File: src/rtl/mult_div_unit.sv
// rtl/mult_div_unit.sv - iterative MULT/MULTU/DIV/DIVU unit with HI/LO registers
//
// Purpose:
//   Multi-cycle multiply/divide unit fed by the register-file read ports.
//   A start pulse in IDLE latches the operands. CALC runs one shift-add
//   (multiply) or restoring shift-subtract (divide) step per cycle for
//   DATA_WIDTH cycles. FIX then applies sign correction and writes HI/LO.
//   DONE raises a one-cycle done pulse. MTHI/MTLO write HI/LO directly
//   whenever the unit is not busy.
//
// Ports:
//   clock        system clock, posedge
//   reset_n      asynchronous active-low reset
//   start        request pulse, accepted only in IDLE
//   op           00 MULT, 01 MULTU, 10 DIV, 11 DIVU
//   src_a        multiplicand / dividend
//   src_b        multiplier / divisor
//   hi_we        MTHI write enable
//   lo_we        MTLO write enable
//   wr_data      MTHI/MTLO data
//   busy         operation in progress
//   done         one-cycle completion pulse
//   div_by_zero  last divide had a zero divisor
//   hi, lo       architectural HI/LO registers
module mult_div_unit #(
  parameter int DATA_WIDTH = 32,
  parameter int ITER_CNT_W = 6
) (
  input  logic                  clock,
  input  logic                  reset_n,
  input  logic                  start,
  input  logic [1:0]            op,
  input  logic [DATA_WIDTH-1:0] src_a,
  input  logic [DATA_WIDTH-1:0] src_b,
  input  logic                  hi_we,
  input  logic                  lo_we,
  input  logic [DATA_WIDTH-1:0] wr_data,
  output logic                  busy,
  output logic                  done,
  output logic                  div_by_zero,
  output logic [DATA_WIDTH-1:0] hi,
  output logic [DATA_WIDTH-1:0] lo
);

  localparam int W = DATA_WIDTH;
  localparam logic [ITER_CNT_W-1:0] LAST_ITER = ITER_CNT_W'(DATA_WIDTH - 1);

  typedef enum logic [1:0] {IDLE, CALC, FIX, DONE} state_t;

  state_t                  state;
  logic                    is_div;
  logic                    sign_a;
  logic                    sign_b;
  logic [W-1:0]            a_raw;
  logic [W-1:0]            opnd;   // multiplicand (mult) or divisor (div), magnitude
  logic [2*W-1:0]          acc;    // mult: {partial sum, multiplier}; div: {remainder, quotient}
  logic [ITER_CNT_W-1:0]   cnt;

  // Operand magnitudes; unsigned ops (op[0]=1) pass values through untouched.
  logic         signed_op;
  logic [W-1:0] abs_a;
  logic [W-1:0] abs_b;

  always_comb begin
    signed_op = ~op[0];
    abs_a     = (signed_op && src_a[W-1]) ? -src_a : src_a;
    abs_b     = (signed_op && src_b[W-1]) ? -src_b : src_b;
  end

  // One multiply step: conditionally add the multiplicand into the upper half,
  // then shift the whole accumulator right, carry included.
  logic [W:0]     add_sum;
  logic [2*W-1:0] acc_mul_next;

  // One restoring divide step: shift the next dividend bit into the remainder,
  // subtract the divisor if it fits, and shift the outcome into the quotient.
  // The remainder always stays below the divisor, so the difference fits in W bits.
  logic [W:0]     shifted;
  logic           ge;
  logic [W-1:0]   rem_next;
  logic [2*W-1:0] acc_div_next;

  always_comb begin
    add_sum      = {1'b0, acc[2*W-1:W]} + (acc[0] ? {1'b0, opnd} : {(W+1){1'b0}});
    acc_mul_next = {add_sum, acc[W-1:1]};

    shifted      = {acc[2*W-1:W], acc[W-1]};
    ge           = (shifted >= {1'b0, opnd});
    rem_next     = ge ? (shifted[W-1:0] - opnd) : shifted[W-1:0];
    acc_div_next = {rem_next, acc[W-2:0], ge};
  end

  always_ff @(posedge clock or negedge reset_n) begin
    if (!reset_n) begin
      state       <= IDLE;
      is_div      <= 1'b0;
      sign_a      <= 1'b0;
      sign_b      <= 1'b0;
      a_raw       <= '0;
      opnd        <= '0;
      acc         <= '0;
      cnt         <= '0;
      busy        <= 1'b0;
      done        <= 1'b0;
      div_by_zero <= 1'b0;
      hi          <= '0;
      lo          <= '0;
    end else begin
      case (state)
        IDLE: begin
          if (start) begin
            // start wins over MTHI/MTLO in the same cycle
            is_div <= op[1];
            sign_a <= signed_op & src_a[W-1];
            sign_b <= signed_op & src_b[W-1];
            a_raw  <= src_a;
            opnd   <= op[1] ? abs_b : abs_a;
            acc    <= {{W{1'b0}}, (op[1] ? abs_a : abs_b)};
            cnt    <= '0;
            busy   <= 1'b1;
            state  <= CALC;
          end else begin
            if (hi_we) hi <= wr_data;
            if (lo_we) lo <= wr_data;
          end
        end

        CALC: begin
          acc <= is_div ? acc_div_next : acc_mul_next;
          cnt <= cnt + 1'b1;
          if (cnt == LAST_ITER) state <= FIX;
        end

        FIX: begin
          if (is_div) begin
            if (opnd == '0) begin
              // HI returns the dividend as supplied, before magnitude conversion
              lo          <= {W{1'b1}};
              hi          <= a_raw;
              div_by_zero <= 1'b1;
            end else begin
              lo          <= (sign_a ^ sign_b) ? -acc[W-1:0] : acc[W-1:0];
              hi          <= sign_a ? -acc[2*W-1:W] : acc[2*W-1:W];
              div_by_zero <= 1'b0;
            end
          end else begin
            {hi, lo}    <= (sign_a ^ sign_b) ? -acc : acc;
            div_by_zero <= 1'b0;
          end
          busy  <= 1'b0;
          done  <= 1'b1;
          state <= DONE;
        end

        DONE: begin
          done  <= 1'b0;
          state <= IDLE;
          if (hi_we) hi <= wr_data;
          if (lo_we) lo <= wr_data;
        end

        default: state <= IDLE;
      endcase
    end
  end

endmodule

File: config.mk
export PLATFORM = sky130hd
export DESIGN_NAME = mult_div_unit
export DESIGN_NICKNAME = d
export VERILOG_FILES = /design/src/rtl/mult_div_unit.sv
export SDC_FILE = /design/constraint.sdc
export NUM_CORES = 1
export LEC_CHECK = 0
export CORE_MARGIN = 2
export CORE_UTILIZATION = 35
export DETAILED_ROUTE_END_ITERATION = 10
export GPL_TIMING_DRIVEN = 0
export PLACE_DENSITY = 0.51
export SETUP_SLACK_MARGIN = 0.4
export SYNTH_ARGS = -nofsm -noshare
export SYNTH_HDL_FRONTEND = slang
export SYNTH_SLANG_ARGS = --single-unit
export TNS_END_PERCENT = 30
File: constraint.sdc
create_clock -name clock -period 5.2 [get_ports clock]
set_input_delay 1.04 -clock clock [delete_from_list [all_inputs] [get_ports clock]]
set_output_delay 1.04 -clock clock [all_outputs]
set_load 0.1 [all_outputs]
==> impl_metrics.toml <==
[final_layout]
final_common_cell = "nor2_1"
drive_above_1_share_pct = 5.058
final_cell_mix = "nor2_1, a21oi_1, o21ai_0"
areaGrowthSynthToFinish_pct = 19.52
nNetsFinal = 2590
antennaDiodeCount = 0
fillers = 5006
final_core_util_pct = 42.61

[critical_path]
cp-start-kind = "flop"
cp_slowest_cell = "dfrtp_1"
cp_cell_sequence = "inv_1 -> clkbuf_1 -> nor2_1 -> ha_1 -> or2_2 -> a21oi_1 -> a31oi_1 -> a211oi_2 -> o31ai_1 -> a31oi_1 -> o21bai_1 -> a311oi_1 -> xor2_1 -> o221ai_1"
critical_path_class = "flop to flop"
reg2reg_slack_ns = 0.56
critPathMaxFanout = 10
reg2reg_from = "acc[0]"
ff2ff_path_depth = 14
worstPathArrival_ns = 5.06
path_buf_inv = 2
crit_top_cell = "a31oi_1"
endpoint_kind = "flop"
timing.rr.end = "acc[62]"
crit_required_ns = 5.62
slowest_delay_ns = 0.54
worst_path_dominant_cell_family = "compound AO/OA/AOI/OAI gates"

[die]
fp.coreArea_um2 = 47950
start_util_pct = 35.65
die_h_um = 225.0
std_cell_rows = 80
num_io_pins = 170
fp.dieW_um = 225.0
dieArea_um2 = 50620

[synth]
async_reset_ff_share_pct = 100.0
synth_edf_count = 0
netlist_top_cells_area = "dfrtp_1, a21oi_1, o21ai_0"
synthCells = 2215
synth_nets = 2393
syn_area_um2 = 17090
synth_ff_type = "dfrtp_1"
synth_seq_cells = 206
synthDistinctLibCells = 75
yosysSeqAreaShare_pct = 30.16
yosys.area.top_type_share_pct = 30.16
synth_area_per_cell_um2 = 7.717
synth_top_cell_by_area = "dfrtp_1"
ys_warn_count = 0

[routing]
drtIter0Drc = 1746
first_pass_iters = 6
met3_length_um = 6506
wl_met2_um = 33640
routed_via_density = 5.908
vias = 18000
met1Wirelength_um = 36320
highest_layer = "met4"
wl_um = 78950
route.detailed.drc = 0
wire_per_inst_um = 25.91
detail-route-antenna-nets = 0

[timing]
finalClockSkew_ns = 0.03121
max-slew-margin-rel_pct = 20.26
tightestPinTransition_ns = 1.188
rsz0062_at_grt = "true"
hold_viol = 0
post-route-min-period_ns = 4.641
maxClockFrequency_mhz = 215.5
fin_crit_sh_pct = 89.25
drv_slew = 0
hold-worst-slack_ns = 0.4428
setup_violations = 0

[cts]
hold_buffers = 0
clkLatencyLatePin_ns = 0.58
cts.clk_slew.worst_paths_ns = 0.06
cts_buffers = 26
cts-root-buf = "clkbuf_16"
h-tree-depth = 1
clock-sinks = 206
cts_resized = 1
cts_setup_buffers = 0
cts_tree = "yes"
cts_buffer_depth = 3

[power_and_ir_drop]
power_leakage_nw = 8.363
power_density_nw_per_um2 = 816.7
ir_worst_vdd_v = 0.0003005

[place]
port_buffers = 168
finalWeightedCongestion = 0.9833
place.detailed.hpwl_um = 63010

[grt]
grt_use_total_pct = 30.58
grt_max_degree = 107
overflow = 0
antenna_found_initial = 0
first_global_vias = 17280
grt_pass1_wl_um = 115000

[status]
status = "complete, no violations"

[min_path]
hold_path.class = "input pin to asynchronous set/reset pin"

[run]
maxCapViolCount = 0
worst register-to-register path, cell delays in order, from the launching register on:
cell,delay (ns)
dfrtp_1,0.54
inv_1,0.29
clkbuf_1,0.46
nor2_1,0.11
ha_1,0.34
or2_2,0.30
a21oi_1,0.17
a31oi_1,0.12
a211oi_2,0.48
o31ai_1,0.19
a31oi_1,0.50
o21bai_1,0.24
a311oi_1,0.45
xor2_1,0.18
o221ai_1,0.12
cell type report:
type	count	area (um2)	share of cell area, %
Sequential cell	206	5155	25.23
Clock inverter	13	111.4	0.5451
Tap cell	615	769.5	3.767
Clock buffer	35	735.7	3.601
Inverter	68	255.2	1.249
Timing Repair Buffer	169	1714	8.390
Multi-Input combinational cell	1779	11050	54.10
Buffer	162	636.9	3.117
through the flow:
stage	setup TNS (ns)	power, mW	setup WS [ns]	instances	cell area (um2)
final	0	16.69	0.5589	3047	20430
after global routing	0	17.67	0.3227	3047	20430
after CTS	0	16.47	0.5096	3047	20430
after detailed placement	0	14.58	0.4248	2999	19580
after global placement	-1279.23	14.51	-6.230	2998	19540
after floorplan	0	10.91	1.792	2215	17090
cell usage after synthesis, types with 7 or more instances:
cell,n
a211oi_1,21
a21o_1,29
a21oi_1,240
a221oi_1,7
a22oi_1,18
a31oi_1,24
and2_1,11
and3_1,11
buf_1,15
buf_2,7
clkbuf_1,137
dfrtp_1,206
ha_1,73
inv_1,68
mux2_2,47
mux2i_1,29
nand2_1,214
nand2b_1,18
nand3_1,35
nand4_1,27
nor2_1,247
nor2b_1,15
nor3_1,45
nor4_1,26
o211ai_1,28
o21a_1,15
o21ai_0,220
o21bai_1,10
o221ai_1,11
o22ai_1,36
o31ai_1,17
o41ai_1,8
or3_1,13
or4_1,11
xnor2_1,103
xor2_1,89
kinds of logic after synthesis:
kind of cell	synth area share, %
DFF	30.16
muxes	4.795
and+or+nand+nor	18.64
AOI/OAI and AO/OA	25.78
buffers and inverters	5.212
xor gates and xnor gates	9.838
adders and majority gates	5.578
report_power, final:
part | switching [mW] | internal (mW) | total (mW)
combinational | 7.93 | 3.61 | 11.5
clock | 0.805 | 1.05 | 1.85
sequential | 0.928 | 2.37 | 3.30
sequential cells by signal, summed over array words and instances (netlist names):
register     cells
sign_a           1
hi              32
a_raw           32
is_div           1
cnt              6
opnd            32
div_by_zero      1
sign_b           1
done             1
busy             1
lo              32
acc             64
state            2
worst max-delay path by stage:
stage | slack [ns] | depth (start not counted) | start | end
2_1_floorplan | 1.79 | 14 | acc[0] | acc[62]
3_3_place_gp | -6.23 | 1 | reset_n | acc[28]
3_5_place_dp | 0.42 | 14 | acc[0] | acc[62]
4_1_cts | 0.51 | 12 | acc[0] | hi[2]
5_1_grt | 0.32 | 14 | acc[0] | acc[62]
6_report | 0.56 | 14 | acc[0] | acc[62]
per-layer routing:
| metal | vias up | GRT usage [%] |
|---|---|---|
| met5 | - | 0 |
| met4 | 0 | 8.951 |
| met3 | 105 | 6.962 |
| met2 | 734 | 46.47 |
| met1 | 8820 | 43.19 |
| li1 | 8342 | - |
Note: power is estimated with default switching activity, not from simulation.
